--- src/rtl/bulk_line_adapter_if.sv ---
// Bulk cache-line request/response port shared by the cache's bulk master and
// the memory-side adapter.
interface bulk_read_interface #(
  parameter int DATA_W    = 64,
  parameter int ADDR_W    = 64,
  parameter int LINE_SIZE = 8
);
  // Handshakes: a request transfers in a cycle where req_valid && req_ready;
  // the master holds its request fields stable while req_valid is high and
  // req_ready is low. resp_valid is a one-cycle pulse with no back-pressure.
  logic                                 req_valid;
  logic                                 req_ready;
  logic [ADDR_W-1:0]                    req_addr;
  logic                                 req_write;
  logic [LINE_SIZE-1:0][DATA_W-1:0]     req_wdata;
  logic [LINE_SIZE-1:0][DATA_W/8-1:0]   req_wstrb;
  logic                                 dumping_cache;
  logic                                 resp_valid;
  logic [LINE_SIZE-1:0][DATA_W-1:0]     resp_rdata;

  modport master (
    output req_valid, req_addr, req_write, req_wdata, req_wstrb, dumping_cache,
    input  req_ready, resp_valid, resp_rdata
  );

  modport slave (
    input  req_valid, req_addr, req_write, req_wdata, req_wstrb, dumping_cache,
    output req_ready, resp_valid, resp_rdata
  );
endinterface

--- src/rtl/bulk_line_adapter.sv ---
// Splits one whole-line bulk request into LINE_SIZE word beats on a narrow
// memory port and reassembles read responses into a line.
module bulk_line_adapter #(
  parameter int DATA_W    = 64,
  parameter int ADDR_W    = 64,
  parameter int LINE_SIZE = 8
) (
  input  logic                  clk,
  input  logic                  rst_n,
  bulk_read_interface.slave     line,
  output logic                  mem_req_valid,
  input  logic                  mem_req_ready,
  output logic [ADDR_W-1:0]     mem_req_addr,
  output logic                  mem_req_write,
  output logic [DATA_W-1:0]     mem_req_wdata,
  output logic [DATA_W/8-1:0]   mem_req_wstrb,
  input  logic                  mem_resp_valid,
  input  logic [DATA_W-1:0]     mem_resp_rdata,
  output logic [1:0]            o_dbg_state
);
  localparam int SB         = DATA_W / 8;
  localparam int IW         = $clog2(LINE_SIZE);
  localparam int CW         = IW + 1;
  localparam int LINE_BYTES = LINE_SIZE * SB;

  typedef enum logic [1:0] {S_IDLE, S_ISSUE, S_DRAIN, S_DONE} state_t;

  state_t                          r_state, w_next;
  logic [ADDR_W-1:0]               r_base;
  logic                            r_write;
  logic [LINE_SIZE-1:0][DATA_W-1:0] r_wdata;
  logic [LINE_SIZE-1:0][SB-1:0]    r_wstrb;
  logic [CW-1:0]                   r_iss, r_rsp;
  logic [LINE_SIZE-1:0][DATA_W-1:0] r_asm, r_rdata, w_asm_next;

  logic [LINE_SIZE-1:0] w_pend, w_rest;
  logic [IW-1:0]        w_beat;
  logic                 w_have, w_fire, w_rsp_acc, w_accept;
  logic [CW-1:0]        w_rsp_next;
  logic                 w_unused;

  assign w_unused = line.dumping_cache;

  // Beats still to issue; zero-strobe write lanes never count as pending.
  always_comb begin
    w_pend = '0;
    for (int j = 0; j < LINE_SIZE; j++)
      w_pend[j] = (CW'(j) >= r_iss) && (!r_write || (|r_wstrb[j]));
  end

  always_comb begin
    w_beat = '0;
    for (int j = LINE_SIZE - 1; j >= 0; j--)
      if (w_pend[j]) w_beat = IW'(j);
  end

  assign w_rest   = w_pend & ~(LINE_SIZE'(1) << w_beat);
  assign w_have   = |w_pend;
  assign w_accept = (r_state == S_IDLE) && line.req_valid;

  assign mem_req_valid = (r_state == S_ISSUE) && w_have;
  assign w_fire        = mem_req_valid && mem_req_ready;
  assign mem_req_write = mem_req_valid && r_write;
  assign mem_req_addr  = mem_req_valid ? r_base + ADDR_W'(w_beat) * ADDR_W'(SB) : '0;
  assign mem_req_wdata = mem_req_valid ? r_wdata[w_beat] : '0;
  assign mem_req_wstrb = mem_req_valid ? r_wstrb[w_beat] : '0;

  // A response only counts while some read beat is outstanding.
  assign w_rsp_acc  = mem_resp_valid && (r_state == S_ISSUE || r_state == S_DRAIN) &&
                      (r_rsp != r_iss);
  assign w_rsp_next = r_rsp + CW'(w_rsp_acc);

  always_comb begin
    w_asm_next = r_asm;
    if (w_rsp_acc) w_asm_next[r_rsp[IW-1:0]] = mem_resp_rdata;
  end

  always_comb begin
    w_next = r_state;
    case (r_state)
      S_IDLE:  if (line.req_valid) w_next = S_ISSUE;
      S_ISSUE: begin
        if (r_write) begin
          if (!w_have || (w_fire && w_rest == '0)) w_next = S_DONE;
        end else if (w_fire && w_rest == '0) begin
          w_next = (w_rsp_next == CW'(LINE_SIZE)) ? S_DONE : S_DRAIN;
        end
      end
      S_DRAIN: if (w_rsp_next == CW'(LINE_SIZE)) w_next = S_DONE;
      S_DONE:  w_next = S_IDLE;
      default: w_next = S_IDLE;
    endcase
  end

  always_ff @(posedge clk or negedge rst_n) begin
    if (!rst_n) begin
      r_state <= S_IDLE;
      r_base  <= '0;
      r_write <= 1'b0;
      r_wdata <= '0;
      r_wstrb <= '0;
      r_iss   <= '0;
      r_rsp   <= '0;
      r_asm   <= '0;
      r_rdata <= '0;
    end else begin
      r_state <= w_next;
      if (w_accept) begin
        r_base  <= line.req_addr & ~ADDR_W'(LINE_BYTES - 1);
        r_write <= line.req_write;
        r_wdata <= line.req_wdata;
        r_wstrb <= line.req_wstrb;
        r_iss   <= '0;
        r_rsp   <= '0;
      end
      if (w_fire) r_iss <= CW'(w_beat) + CW'(1);
      if (w_rsp_acc) begin
        r_rsp <= w_rsp_next;
        r_asm <= w_asm_next;
      end
      // The output line only changes on entry to DONE so it holds otherwise.
      if (w_next == S_DONE && r_state != S_DONE)
        r_rdata <= r_write ? '0 : w_asm_next;
    end
  end

  assign line.req_ready  = (r_state == S_IDLE);
  assign line.resp_valid = (r_state == S_DONE);
  assign line.resp_rdata = r_rdata;
  assign o_dbg_state     = r_state;
endmodule
--- src/flat_wrapper.sv ---
// flat-port wrapper written by rule: the top's interface ports become plain ports
module bulk_line_adapter_flat 
#(
  parameter int DATA_W    = 64,
  parameter int ADDR_W    = 64,
  parameter int LINE_SIZE = 8
)
  (clk, rst_n, mem_req_valid, mem_req_ready, mem_req_addr, mem_req_write, mem_req_wdata, mem_req_wstrb, mem_resp_valid, mem_resp_rdata, o_dbg_state, line_req_valid, line_req_addr, line_req_write, line_req_wdata, line_req_wstrb, line_dumping_cache, line_req_ready, line_resp_valid, line_resp_rdata);
  bulk_read_interface #(.DATA_W(DATA_W), .ADDR_W(ADDR_W), .LINE_SIZE(LINE_SIZE)) line_i ();
  input  logic clk;
  input  logic rst_n;
  output logic mem_req_valid;
  input  logic mem_req_ready;
  output logic [ADDR_W-1:0] mem_req_addr;
  output logic mem_req_write;
  output logic [DATA_W-1:0] mem_req_wdata;
  output logic [DATA_W/8-1:0] mem_req_wstrb;
  input  logic mem_resp_valid;
  input  logic [DATA_W-1:0] mem_resp_rdata;
  output logic [1:0] o_dbg_state;
  input wire logic [$bits(line_i.req_valid)-1:0] line_req_valid;
  input wire logic [$bits(line_i.req_addr)-1:0] line_req_addr;
  input wire logic [$bits(line_i.req_write)-1:0] line_req_write;
  input wire logic [$bits(line_i.req_wdata)-1:0] line_req_wdata;
  input wire logic [$bits(line_i.req_wstrb)-1:0] line_req_wstrb;
  input wire logic [$bits(line_i.dumping_cache)-1:0] line_dumping_cache;
  output wire logic [$bits(line_i.req_ready)-1:0] line_req_ready;
  output wire logic [$bits(line_i.resp_valid)-1:0] line_resp_valid;
  output wire logic [$bits(line_i.resp_rdata)-1:0] line_resp_rdata;
  assign line_i.req_valid = line_req_valid;
  assign line_i.req_addr = line_req_addr;
  assign line_i.req_write = line_req_write;
  assign line_i.req_wdata = line_req_wdata;
  assign line_i.req_wstrb = line_req_wstrb;
  assign line_i.dumping_cache = line_dumping_cache;
  assign line_req_ready = line_i.req_ready;
  assign line_resp_valid = line_i.resp_valid;
  assign line_resp_rdata = line_i.resp_rdata;
  bulk_line_adapter #(.DATA_W(DATA_W), .ADDR_W(ADDR_W), .LINE_SIZE(LINE_SIZE)) u_core (.clk(clk), .rst_n(rst_n), .line(line_i), .mem_req_valid(mem_req_valid), .mem_req_ready(mem_req_ready), .mem_req_addr(mem_req_addr), .mem_req_write(mem_req_write), .mem_req_wdata(mem_req_wdata), .mem_req_wstrb(mem_req_wstrb), .mem_resp_valid(mem_resp_valid), .mem_resp_rdata(mem_resp_rdata), .o_dbg_state(o_dbg_state));
endmodule
--- config.mk ---
export PLATFORM = sky130hd
export DESIGN_NAME = bulk_line_adapter_flat
export DESIGN_NICKNAME = d
export VERILOG_FILES = /design/src/rtl/bulk_line_adapter_if.sv /design/src/rtl/bulk_line_adapter.sv /design/src/flat_wrapper.sv
export SDC_FILE = /design/constraint.sdc
export NUM_CORES = 2
export LEC_CHECK = 0
export ABC_CLOCK_PERIOD_IN_PS = 6150
export CAP_MARGIN = 10
export CORE_AREA = 2 2 537 539
export CTS_BUF_LIST = sky130_fd_sc_hd__clkbuf_4
export DETAILED_ROUTE_END_ITERATION = 8
export DIE_AREA = 0 0 539 541
export GPL_TIMING_DRIVEN = 0
export RECOVER_POWER = 100
export SYNTH_ARGS = -nofsm -noshare
export SYNTH_HDL_FRONTEND = slang
export SYNTH_SLANG_ARGS = --single-unit
--- constraint.sdc ---
create_clock -name clk -period 6.15 [get_ports clk]
set_input_delay 0.9225 -clock clk [delete_from_list [all_inputs] [get_ports clk]]
set_output_delay 0.9225 -clock clk [all_outputs]
set_load 0.02 [all_outputs]
==> impl_metrics.yaml <==
cells_and_area:
  fillers: 28900
  nNetsFinal: 9555
  drive_gt1_share_pct: 13.2
  utilization_pct: 34.8
  multi_input_area_um2: 26400
  syn_to_final_growth_pct: 39.9
  fin_area_um2: 99800
  seqCellArea_um2: 41800
clock_network:
  tritoncts: "yes"
  clock_latency_ns: 1.42
  cts_root_buf: "clkbuf_4"
  clk_pin_slew_ns: 0.07
  htreeDepth: 5
  clock-sinks: 1669
  cts_buffers: 450
  clockBufferDepth: 4
worst_setup_path:
  critical_path_arrival_ns: 5.00
  path_cells: "nor4_4 -> a41oi_2 -> o311a_1 -> or3_4 -> a21oi_4 -> buf_16 -> buf_16 -> clkbuf_16 -> buf_12 -> buf_12 -> mux2i_1 -> a221oi_2 -> buf_6"
  worst_setup_path_start_kind: "flop"
  slowest_delay_ns: 0.56
  rrSetupSlack_ns: 0.26
  endpoint_kind: "output pin"
  crit_type: "reg2out"
  r2r-start: "u_core.r_wstrb[55]"
  ff2ff_path_depth: 20
  worst-path-max-fanout: 7
  r2r-end: "u_core.line.resp_rdata[476]"
  cp.required_ns: 5.23
  crit_path_top_delay_cell: "dfrtp_4"
drt:
  drt-initial-drc-count: 3866
  vias: 58600
  detail-route-antenna-nets: 0
  routed_wl_um: 341000
  firstDrtPassIters: 7
  drc: 0
  via_per_inst: 4.52
  routedWlPerCell_um: 26.3
power:
  power_density_nw_per_um2: 501
  ir_worst_vdd_mv: 0.283
  power_mw: 50.1
  p_leak_nw: 47.8
yosys:
  syn_inst: 6702
  yosys_most_used_dff: "dfrtp_1"
  synth_edf_count: 0
  ys_seq_area_share_pct: 58.5
  avgSynthCellArea_um2: 10.6
  yosys.area.top_type: "dfrtp_1"
  synth.most_common_cell: "nand2_1"
  synth_area_leaders: "dfrtp_1, nand2_1, mux2i_1"
  synth_seq_cells: 1669
  yosysWarnings: 0
  netlist_top_cells_count: "nand2_1, dfrtp_1, mux2i_1"
  syn_area_um2: 71300
  synth.top_cell.area_share_pct: 58.5
  ys_types: 60
  async_flop_share_pct: 100
die:
  die_y_um: 541
  die_w_um: 539
  start_util_pct: 24.9
  dieArea_um2: 292000
  coreArea_um2: 286000
  boundaryPins: 1365
  rows: 197
sta:
  max_slew_margin_pct: -129
  setup_viol: 0
  finalHoldViolCount: 0
  skew_ns: 0.241
  slew_viol_final: 881
  finalCritPeriodShare_pct: 96.3
  tightest_slew_ns: 3.44
  period_minus_slack_ns: 5.92
  fmax_ghz: 0.169
  setup-tns-final_ns: 0
  worst_slack_ns: 0.231
global_routing:
  grt_max_degree: 170
  overflow: 0
  grt_use_total_pct: 22.8
  grt_pass1_wl_um: 472000
  antenna_found_initial: 56
  grt_pass1_vias: 62300
hold_path:
  min_path_cells: 3
  holdCritStartpoint: "line_req_wdata[124]"
  min_path_type: "in2reg"
  hold_path_end: "u_core.r_wdata[124]"
outcome:
  violations: "capacitance limit, slew limit"
  status: "finished with violations"
flow_run:
  maxCapViolations: 13
place:
  place_ws_ns: -2.09
  gp_congestion: 0.957
  numPortBuffers: 1354
  dp_hpwl_um: 264000
  dpl_cell_area_um2: 90400
==> how the worst max path moves through the flow <==
| stage | start | endpoint | slack, ns | cells past startpoint |
|---|---|---|---|---|
| finish | u_core.r_wstrb[55] | mem_req_wdata[17] | 0.23 | 13 |
| global route | u_core.r_iss[0] | mem_req_wdata[49] | -0.02 | 10 |
| CTS | u_core.r_wstrb[55] | mem_req_wdata[32] | -0.04 | 13 |
| detailed placement | u_core.r_write | u_core.line.resp_rdata[65] | -2.09 | 19 |
| global placement | rst_n | u_core.r_wdata[235] | -72.18 | 1 |
| floorplan | u_core.r_wstrb[52] | u_core.line.resp_rdata[0] | 1.26 | 19 |
==> worst max-delay path: cells and delay by family (launching register included) <==
kind	cells	cell delay, ns
multiplexers	1	0.13
flip-flops	1	0.56
AO/OA/AOI/OAI	4	1.24
buffers and inverters	6	1.09
AND/OR/NAND/NOR	2	0.59
==> stage by stage <==
stage               cells  hold WS, ns
floorplan            6704        0.438
global placement    11800        0.451
detailed placement  11900        0.455
CTS                 12900     0.000254
global route        13000       0.0432
finish              13000        0.187
==> final cells by class <==
type | instances | area share, %
well taps | 3781 | 4.74
clock inverters | 138 | 0.919
plain buffers | 416 | 2.25
diodes | 40 | 0.100
inverters | 523 | 1.97
flip-flops and latches | 1669 | 41.9
repair buffers | 1677 | 16.9
clock buffers | 641 | 4.82
multi-input cells | 4094 | 26.5
==> power by group <==
group          leakage (nW)  internal (mW)  switching, mW
clock network          3.40           5.12           5.12
logic                  23.8           7.99           13.9
registers              20.5           15.1           2.81
total                  47.8           28.2           21.9
==> sequential cells by signal, indices dropped and copies added, names as in the netlist <==
signal	cells
u_core.line.resp_rdata	512
u_core.r_base	58
u_core.r_write	1
u_core.o_dbg_state	2
u_core.r_wstrb	64
u_core.r_iss	4
u_core.r_asm	512
u_core.r_wdata	512
u_core.r_rsp	4
==> what timing repair did <==
action	CTS	global route
gates resized for setup	556	8
setup endpoints to repair	647	20
cloned	3	0
pin swaps	37	1
hold endpoints to repair	748	0
hold buffers	275	0
buffers inserted	14	0
==> cell families after synthesis <==
kind of cell,synth area share [%]
AO/OA/AOI/OAI,3.72
XOR/XNOR,0.0614
adder cells (fa/ha/maj),0.228
buffers and inverters,5.47
flip-flops,58.5
multiplexers,18.4
other,0.00526
AND/OR/NAND/NOR,13.5
==> cell usage in the layout, fill, tap and decap left out, types with 7 or more instances in the layout <==
cell type        synthesis  routed
a221o_1                 72      72
a221oi_1                72      24
a221oi_2                 0      32
a221oi_4                 0      16
a31o_1                  32      32
a31o_2                  33      33
a31oi_1                 66      66
and3_1                  60      59
buf_1                   25       9
buf_12                   0      16
buf_16                   0      10
buf_2                   16      20
buf_4                   14      24
buf_6                   40      50
bufinv_16                0       7
clkbuf_1               323     292
clkbuf_2                 0      57
clkbuf_4                 0     658
clkdlybuf4s15_2          0      19
clkdlybuf4s50_1          0     708
clkinv_1                 0      85
clkinv_2                 0      23
dfrtp_1               1669    1661
diode_2                  0      40
dlygate4sd2_1            0      10
dlygate4sd3_1            0     843
ha_1                    13      13
inv_1                  522     522
mux2_1                   0     350
mux2_2                 512     162
mux2i_1                737     724
mux2i_4                  0       7
nand2_1               2376    2376
nor2_1                  28      25
o21ai_0                 12      12
==> per-layer routing <==
metal,wire [um],up-vias,track usage [%]
met5,101,-,0
met4,21200,14,12.8
met3,28000,626,7.15
met2,168000,2434,39.4
met1,124000,29300,24.6
li1,-,26300,-
Note: power is estimated with default switching activity, not from simulation.
